`src/rtl/or_chk_pkg.sv`:
```
// Shared definitions for the OR response checker: FSM encoding, parameter
// ranges and the delay-line entry layout.
package or_chk_pkg;

  typedef enum logic [1:0] {
    IDLE  = 2'd0,
    CHECK = 2'd1,
    DONE  = 2'd2
  } state_t;

  localparam int SETTLE_MIN = 1;
  localparam int SETTLE_MAX = 8;
  localparam int NVEC_MIN   = 1;
  localparam int NVEC_MAX   = 255;

  // Vector counters are sized for the largest legal run length.
  localparam int VCNT_W = $clog2(NVEC_MAX + 1);

  typedef struct packed {
    logic valid;
    logic expected;
    logic a;
    logic b;
  } dly_entry_t;

endpackage

```
`src/rtl/or_chk_dly.sv`:
```
// SETTLE-deep shift register carrying {valid, expected, a, b} from accept to
// compare; it advances every cycle whether or not a new entry is pushed.
module or_chk_dly
  import or_chk_pkg::*;
#(
  parameter int SETTLE = 2
) (
  input  logic       clk,
  input  logic       rst,
  input  logic       clr,
  input  logic       push,
  input  dly_entry_t din,
  output dly_entry_t dout
);

  dly_entry_t line_q [SETTLE];

  always_ff @(posedge clk or posedge rst) begin
    if (rst) begin
      for (int i = 0; i < SETTLE; i++) line_q[i] <= '0;
    end else if (clr) begin
      for (int i = 0; i < SETTLE; i++) line_q[i] <= '0;
    end else begin
      line_q[0] <= push ? din : '0;
      for (int i = 1; i < SETTLE; i++) line_q[i] <= line_q[i-1];
    end
  end

  assign dout = line_q[SETTLE-1];

endmodule

```
`config.mk`:
```
export PLATFORM = sky130hd
export DESIGN_NAME = or_chk_dly
export DESIGN_NICKNAME = d
export VERILOG_FILES = /design/src/rtl/or_chk_pkg.sv /design/src/rtl/or_chk_dly.sv
export SDC_FILE = /design/constraint.sdc
export NUM_CORES = 1
export LEC_CHECK = 0
export ABC_AREA = 1
export CORE_AREA = 2 2 39 41
export CTS_CLUSTER_DIAMETER = 150
export CTS_CLUSTER_SIZE = 24
export DETAILED_ROUTE_END_ITERATION = 12
export DIE_AREA = 0 0 41 43
export SLEW_MARGIN = 20
export SYNTH_ARGS = -nofsm -noshare
export SYNTH_HDL_FRONTEND = slang
export SYNTH_SLANG_ARGS = --single-unit
```
`constraint.sdc`:
```
create_clock -name clk -period 1.4 [get_ports clk]
set_input_delay 0.14 -clock clk [delete_from_list [all_inputs] [get_ports clk]]
set_output_delay 0.14 -clock clk [all_outputs]
set_load 0.01 [all_outputs]
```
==> metrics.cfg <==
[critical_path]
slowest_stage=clkdlybuf4s50_1
worstSetupPathType=register to primary output
rr_startpoint=line_q[5]
cp_data_arrival_time_ns=1.08
crit_path_max_incr_delay_ns=0.52
crit_chain=clkdlybuf4s50_1
crit_path_end_kind=primary output
cp_max_fo=1
critPathRequiredTime_ns=1.26
reg2reg_setup_slack_ns=0.82
crit_family=buffers and inverters
reg2reg_to=dout[1]
cp-start-kind=register
cp_num_cells=1
reg2reg_depth=2
cp_num_buf_inv=1

[floorplanning]
die_h_um=43
initial_utilization=0.235
rows=14
core_sq_um=1380
die_area_sq_um=1760
die_w_um=41
io-pin-count=12

[sta]
fin_ws_ns=0.176
max_freq_mhz=817
finalHoldViolCount=0
slew_headroom=0.725
clock_skew_ns=0.000112
rsz0062_at_grt=no
fin_crit_ns=1.22
setup_violations=0
slew_viol_final=0
setup_tns_ns=0
tightest_slew_ns=0.412
period_share=0.874

[synthesis]
dominantRegCellSynth=dfrtp_1
synth_cell_type_count=6
ys_top_cells_by_area=dfrtp_1, nor2_2, buf_4
synth_simple_gate_area_frac=0.200
yosysSeqAreaShare=0.615
async_flop_share=1.00
netlist_area_sq_um=325
synth_top_area_share=0.615
yosys.area_share.adder=0
synth_top_family_by_area=simple AND/OR/NAND/NOR gates
synth_top_area_cell=dfrtp_1
synth-seq-cells=8
synthXorXnorAreaFrac=0
synth_compound_area_frac=0
synth.avg_cell_area_sq_um=10.8
synth.area.mux_share=0
ys_warn_count=0
synth_cells=30
synth_common_cells=dfrtp_1, nor2_2, inv_1, buf_4, nand2_1
syn_nets=38
synth_edf_count=0

[drt]
wire_per_inst_um=6.64
drt_iter0_drc=0
drc=0
drt_pre_antenna_iters=1
drt_wl_total_um=365
routed-via-count=186
viasPerCell=3.38
ant_nets=0

[grt]
overflow=0
grt_pass1_wl_um=621
first_global_vias=180
grtUsageTotal=0.0597
antenna_found_initial=0
grt_max_degree=9

[pwr]
seqPwrFrac=0.530
power.density_nw_per_um2=1040
ir_drop_mv=0.295
p_int_uw=363
combPwrFrac=0.103
p_sw_uw=91.2
p_sw_frac=0.201
clkPwrFrac=0.368
leakage_uw=0.000199

[clock_tree]
cts-root-buf=clkbuf_4
htreeDepth=1
worstSkewPairLatency_ns=0.24
post_cts_resized=0
numCtsBuffers=3
clock_path_buffers=2
numClockSinks=8
cts_hold_buf=0
clk_pin_slew_worst_paths_ns=0.05
cts_tree=done
cts_setup_buffers=0

[place]
dp_hpwl_um=277
gp_congestion=0.589
post-place-ws_ns=0.324
port-buffer-count=11

[finish]
drive_above_1_share=0.282
syn2layout_area_growth_pct=34.2
final_nets=49
num_antenna_cells=0

[outcome]
status=complete, no violations

[run]
drv_cap=0

[hold_path]
hold_path.class=input pin to asynchronous set/reset pin

kinds of logic (layout without fill, tap and decap cells):
logic type / after synthesis / after routing
AND/OR/NAND/NOR: 12 / 12
flip-flops: 8 / 8
buffers and inverters: 10 / 19
cell usage in the layout, fill, tap and decap left out:
cell	instances
dfrtp_1	8
nand2_1	4
inv_1	5
clkbuf_4	3
clkdlybuf4s50_1	11
nor2_2	8
power groups by stage:
stage                     logic, uW  clock network, uW  registers, uW
after floorplan                26.3                  0            244
final                          46.7                167            240
after global routing           52.6                189            241
after detailed placement       47.5                  0            244
after global placement         46.8                  0            244
after CTS                      47.6                180            240
routing by layer:
metal / wire, um / track usage / share of wire
met1: 150 / 0.0559 / 0.41
met2: 170 / 0.0750 / 0.47
met3: 45 / 0.0314 / 0.12
met4: 0 / 0.0800 / 0
met5: 0 / 0 / 0
layout make-up:
class                   instances  area (sq um)
fillers                       160           947
flip-flops and latches          8           200
repair buffers                 11           110
multi-input cells              12          65.1
clock buffers                   3          22.5
well taps                      16          20.0
inverters                       5          18.8
state kept, by name, summed over array words and instances (netlist names):
register  flops
dout          4
line_q        4
stage by stage:
| stage | total power [uW] | instances | utilization | area, sq um | hold slack [ns] |
|---|---|---|---|---|---|
| after CTS | 468 | 55 | 0.316 | 437 | 0.133 |
| after global placement | 291 | 52 | 0.299 | 414 | 0.396 |
| final | 454 | 55 | 0.316 | 437 | 0.134 |
| after detailed placement | 292 | 52 | 0.299 | 414 | 0.396 |
| after global routing | 483 | 55 | 0.316 | 437 | 0.156 |
| after floorplan | 270 | 30 | - | 325 | -0.0443 |
worst max path at each step:
stage	startpoint	endpoint	slack (ns)
floorplan	dout[0]	dout[0]	0.79
global placement	clr	dout[0]	0.33
detailed placement	clr	dout[3]	0.32
CTS	dout[1]	dout[1]	0.16
global route	dout[1]	dout[1]	0.12
finish	dout[1]	dout[1]	0.18
(Power assumes the default switching activity.)
